$ cat config.mk
export PLATFORM = sky130hd
export DESIGN_NAME = monitor_text_reader
export DESIGN_NICKNAME = d
export VERILOG_FILES = /design/src/rtl/monitor_text_reader.sv
export SDC_FILE = /design/constraint.sdc
export NUM_CORES = 1
export LEC_CHECK = 0
export CAP_MARGIN = 10
export CORE_UTILIZATION = 39
export DETAILED_ROUTE_END_ITERATION = 8
export GPL_TIMING_DRIVEN = 0
export HOLD_SLACK_MARGIN = 0.15
export PLACE_DENSITY = 0.77
export SYNTH_ARGS = -nofsm -noshare
export SYNTH_HDL_FRONTEND = slang
export SYNTH_SLANG_ARGS = --single-unit
export TNS_END_PERCENT = 100
$ cat constraint.sdc
create_clock -name clk -period 2.3 [get_ports clk]
set_input_delay 0.46 -clock clk [delete_from_list [all_inputs] [get_ports clk]]
set_output_delay 0.46 -clock clk [all_outputs]
set_load 0.03 [all_outputs]
$ cat src/rtl/monitor_text_reader.sv
// Read side of the memory-mapped text monitor: fetches the character window through a
// 1-cycle-latency read port and streams it as a framed valid/ready byte stream.
module monitor_text_reader #(
   parameter int unsigned BASE_ADDR      = 495,
   parameter int unsigned NUM_CHARS      = 16,
   parameter int unsigned REFRESH_CYCLES = 1000
) (
   input  logic        clk,
   input  logic        reset,
   input  logic        start,
   output logic        mem_rd_en,
   output logic [31:0] mem_addr,
   input  logic [31:0] mem_rd_data,
   output logic [7:0]  char_data,
   output logic        char_valid,
   input  logic        char_ready,
   output logic        char_first,
   output logic        char_last,
   output logic        busy,
   output logic        frame_done
);

   localparam int unsigned IDX_W = (NUM_CHARS > 1) ? $clog2(NUM_CHARS) : 1;
   localparam logic [IDX_W-1:0] LAST_IDX = IDX_W'(NUM_CHARS - 1);

   typedef enum logic [1:0] {
      IDLE  = 2'd0,
      FETCH = 2'd1,
      WAIT  = 2'd2,
      SEND  = 2'd3
   } state_t;

   state_t           state;
   state_t           state_next;
   logic [IDX_W-1:0] idx;
   logic [IDX_W-1:0] idx_next;
   logic             frame_end;
   logic             tick;

   // Blank cells read as space; anything outside printable ASCII shows as '?'.
   function automatic logic [7:0] map_char(input logic [31:0] word);
      logic [7:0] b;
      b = word[7:0];
      if (word == 32'd0) begin
         map_char = 8'h20;
      end else if ((word[31:8] != 24'd0) || (b < 8'h20) || (b > 8'h7E)) begin
         map_char = 8'h3F;
      end else begin
         map_char = b;
      end
   endfunction

   // Free-running refresh timer; tick marks the terminal count.
   generate
      if (REFRESH_CYCLES == 0) begin : g_no_refresh
         assign tick = 1'b0;
      end else begin : g_refresh
         localparam int unsigned CNT_W = (REFRESH_CYCLES > 1) ? $clog2(REFRESH_CYCLES) : 1;
         localparam logic [CNT_W-1:0] TERM = CNT_W'(REFRESH_CYCLES - 1);

         logic [CNT_W-1:0] refresh_cnt;

         always_ff @(posedge clk or posedge reset) begin
            if (reset) begin
               refresh_cnt <= '0;
            end else if (refresh_cnt == TERM) begin
               refresh_cnt <= '0;
            end else begin
               refresh_cnt <= refresh_cnt + CNT_W'(1);
            end
         end

         assign tick = (refresh_cnt == TERM);
      end
   endgenerate

   // Next-state and character index.
   always_comb begin
      state_next = state;
      idx_next   = idx;
      frame_end  = 1'b0;
      unique case (state)
         IDLE: begin
            if (start || tick) begin
               state_next = FETCH;
               idx_next   = '0;
            end
         end
         FETCH: state_next = WAIT;
         WAIT:  state_next = SEND;
         SEND: begin
            if (char_valid && char_ready) begin
               if (idx == LAST_IDX) begin
                  state_next = IDLE;
                  frame_end  = 1'b1;
               end else begin
                  state_next = FETCH;
                  idx_next   = idx + IDX_W'(1);
               end
            end
         end
         default: state_next = IDLE;
      endcase
   end

   // State register and registered outputs, decoded from the upcoming state.
   always_ff @(posedge clk or posedge reset) begin
      if (reset) begin
         state      <= IDLE;
         idx        <= '0;
         mem_rd_en  <= 1'b0;
         mem_addr   <= 32'd0;
         char_data  <= 8'd0;
         char_valid <= 1'b0;
         char_first <= 1'b0;
         char_last  <= 1'b0;
         busy       <= 1'b0;
         frame_done <= 1'b0;
      end else begin
         state      <= state_next;
         idx        <= idx_next;
         mem_rd_en  <= (state_next == FETCH);
         if (state_next == FETCH) begin
            mem_addr <= BASE_ADDR + 32'(idx_next);
         end
         if (state == WAIT) begin
            char_data  <= map_char(mem_rd_data);
            char_first <= (idx == '0);
            char_last  <= (idx == LAST_IDX);
         end else if (state_next != SEND) begin
            char_first <= 1'b0;
            char_last  <= 1'b0;
         end
         char_valid <= (state_next == SEND);
         busy       <= (state_next != IDLE);
         frame_done <= frame_end;
      end
   end

endmodule

==> flow_metrics.py <==
metrics = {
    "detailed_routing": {
        "wl_mm": 4.847,
        "drt_iter0_markers": 50,
        "dr_total_vias": 1775,
        "drcViolationCount": 0,
        "vias_per_cell": 4.659,
        "antenna_left": 0,
        "avgRoutedWirePerCell_microns": 12.72,
        "drtPass1Iterations": 4,
    },
    "logic_synthesis": {
        "synthCells": 216,
        "ys_types": 52,
        "synth_area_per_cell_sq_um": 9.656,
        "yosysWarnings": 0,
        "syn-cell-area_sq_um": 2086,
        "ys_ff_latch": 36,
        "seq_area_frac_synth_pct": 43.19,
    },
    "place": {
        "dpl.hpwl_mm": 3.639,
        "place.gp.congestion": 0.8332,
        "placement.io_buffers": 58,
        "dp.cells": 367,
        "pre_cts_slack_ns": -0.1849,
        "dpl_cell_area_sq_um": 2864,
    },
    "sta": {
        "whs_ns": 0.4983,
        "fin_skew_ns": 0.004050,
        "setup_violations": 0,
        "worst_slack_ns": 0.1039,
        "slew_headroom_pct": 50.35,
        "period_share_pct": 95.48,
        "tightest_slew_ns": 0.7384,
        "fin_crit_ns": 2.196,
        "fmax_mhz": 455.3,
        "drv_slew": 0,
        "hold_violations": 0,
    },
    "cts": {
        "hold_buffers": 0,
        "clk_pin_slew_ns": 0.08,
        "htree_levels": 2,
        "cts_buffers": 5,
        "clk_latency_ns": 0.30,
        "cts.path.max_buffers": 2,
        "root_buffer": "clkbuf_8",
        "cts_tree": "yes",
        "clock-sinks": 36,
    },
    "power": {
        "p_per_area_nw_per_um2": 926.4,
        "p_total_mw": 2.845,
        "vdd_drop_max_mv": 1.122,
        "power.leakage_nw": 1.415,
    },
    "grt": {
        "grt_pass1_vias": 1647,
        "grt_max_degree": 21,
        "grt_pass1_wl_mm": 7.279,
        "overflow": 0,
        "antenna_found_initial": 0,
        "grt_use_total_pct": 17.59,
    },
    "critical_path": {
        "slowest_delay_ns": 0.43,
        "worstPathRequired_ns": 2.49,
        "worstPathCellList": "ha_1, and3_2, a211oi_1, o32ai_2, or2_1, buf_6, mux2_4",
        "critical_path_class": "flip-flop to flip-flop",
        "slowest_stage": "dfrtp_1",
        "arrival_ns": 2.38,
        "path_max_fanout": 7,
        "crit_path_start_kind": "flip-flop",
        "critPathCaptureType": "flip-flop",
    },
    "cells_and_area": {
        "fillers": 440,
        "instances_no_fill": 381,
        "syn2layout_area_growth_pct": 47.21,
        "num_antenna_cells": 0,
        "final_common_cell": "clkdlybuf4s50_1",
        "layout_common_cells": "clkdlybuf4s50_1, dfrtp_1, buf_4, conb_1, inv_1",
        "fin_nets": 354,
        "drive_gt1_share_pct": 19.29,
        "fin_area_sq_um": 3070,
    },
    "job": {
        "cap_violations": 0,
    },
    "die": {
        "core_sq_um": 5140,
        "std_cell_rows": 26,
        "io_pins": 82,
        "start_util_pct": 40.58,
        "die_h_microns": 75.13,
        "die_x_microns": 75.13,
        "die_area_sq_um": 5645,
    },
    "worst_hold_path": {
        "hold_path.class": "flip-flop to flip-flop",
    },
    "status": {
        "outcome": "complete, no violations",
    },
}
## sequential cells by signal (all words and copies together) (netlist names)
| signal | count |
|---|---|
| char_last | 1 |
| g_refresh.refresh_cnt | 10 |
| idx | 4 |
| busy | 1 |
| mem_rd_en | 1 |
| frame_done | 1 |
| mem_addr | 6 |
| char_valid | 1 |
| char_first | 1 |
| state | 2 |
| char_data | 8 |
## final timing paths
kind / cells past startpoint / start / to / slack [ns]
setup / recovery: 7 / idx[0] / mem_addr[0] / 0.10
hold reg to reg: 1 / g_refresh.refresh_cnt[0] / g_refresh.refresh_cnt[0] / 0.50
hold / removal: 1 / g_refresh.refresh_cnt[0] / g_refresh.refresh_cnt[0] / 0.50
setup reg to reg: 7 / idx[0] / mem_addr[0] / 0.10
min in group asynchronous: 2 / reset / char_data[5] / 0.57
max in group asynchronous: 3 / reset / g_refresh.refresh_cnt[2] / 1.19
## logic make-up after synthesis
| logic type | after synthesis | synth area share, % |
|---|---|---|
| adders and majority gates | 8 | 4.799 |
| xor gates and xnor gates | 7 | 2.939 |
| AOI/OAI and AO/OA | 40 | 14.22 |
| muxes | 2 | 1.200 |
| buffers and inverters | 52 | 14.40 |
| DFF | 36 | 43.19 |
| and+or+nand+nor | 70 | 19.08 |
| other | 1 | 0.1798 |
## layer usage
layer,track usage [%],vias up,wire length [microns]
met1,20.00,804,2024
li1,-,893,-
met5,0,-,0
met4,7.819,0,111
met3,4.552,12,419
met2,31.13,66,2292
## per-stage QoR
| stage | utilization, % | setup TNS (ns) |
|---|---|---|
| floorplan | - | 0 |
| global placement | 55.18 | -1.018 |
| detailed placement | 55.72 | -1.358 |
| CTS | 58.23 | -0.003970 |
| global route | 59.74 | -0.04119 |
| finish | 59.74 | 0 |
## area by class of cell
class	instances	area, sq um	share of cell area, %
multi-input combinational	150	1010	32.89
clock buffer	5	68.82	2.241
buffer	29	214.0	6.968
timing repair buffer	66	660.6	21.52
sequential	36	900.9	29.34
tap	70	87.58	2.852
inverter	22	82.58	2.689
clock inverter	3	46.29	1.508
## critical path: cells and delay by family (launching register included)
family / cells / cell delay (ns)
AO/OA/AOI/OAI: 2 / 0.41
adder cells (fa/ha/maj): 1 / 0.27
buffers and inverters: 1 / 0.14
flip-flops: 1 / 0.43
multiplexers: 1 / 0.28
AND/OR/NAND/NOR: 2 / 0.56
## where the power goes
| part | internal, mW | total (mW) | switching [mW] |
|---|---|---|---|
| Sequential | 0.775 | 0.868 | 0.0928 |
| Combinational | 0.616 | 1.40 | 0.787 |
| Clock | 0.326 | 0.573 | 0.247 |
| Total | 1.72 | 2.84 | 1.13 |
## synth_stat cells (all sizes together)
cell type   n  area, sq um
a211oi      1        7.510
a21oi       2        10.01
a311oi      1        8.760
a31oi       4        25.02
a32oi       1        8.760
a41o        1        11.26
a41oi       1        8.760
and2        1        6.260
and2b       2        15.01
and3        6        37.54
and4        1        8.760
buf        27        206.5
clkbuf      3        11.26
conb        1        3.750
dfrtp      36        900.9
ha          8        100.1
inv        22        82.58
mux2        1        15.01
mux2i       1        10.01
nand2       8        30.03
nand2b      5        31.28
nand3       6        35.03
nand4       2        12.51
nand4b      1        8.760
nor2       16        60.06
nor2b       3        18.77
nor3        2        15.01
nor3b       2        15.01
nor4        9        56.30
o211ai      1        7.510
o21a        1        7.510
o21ai      11        55.05
o21bai      1        7.510
o22ai       6        43.79
o31a        1        8.760
o31ai       4        43.79
o32ai       3        33.79
o41ai       1        8.760
or2         2        12.52
or2b        2        16.27
or4         1        7.510
or4bb       1        11.26
xnor2       3        26.28
xor2        4        35.03
## what timing repair did
action	CTS	global route
pin swaps	1	3
buffers inserted	1	6
endpoints found under the setup margin	3	10
gates cloned	0	0
resized for setup	2	8
No activity file was read; power rests on OpenSTA's default activity.
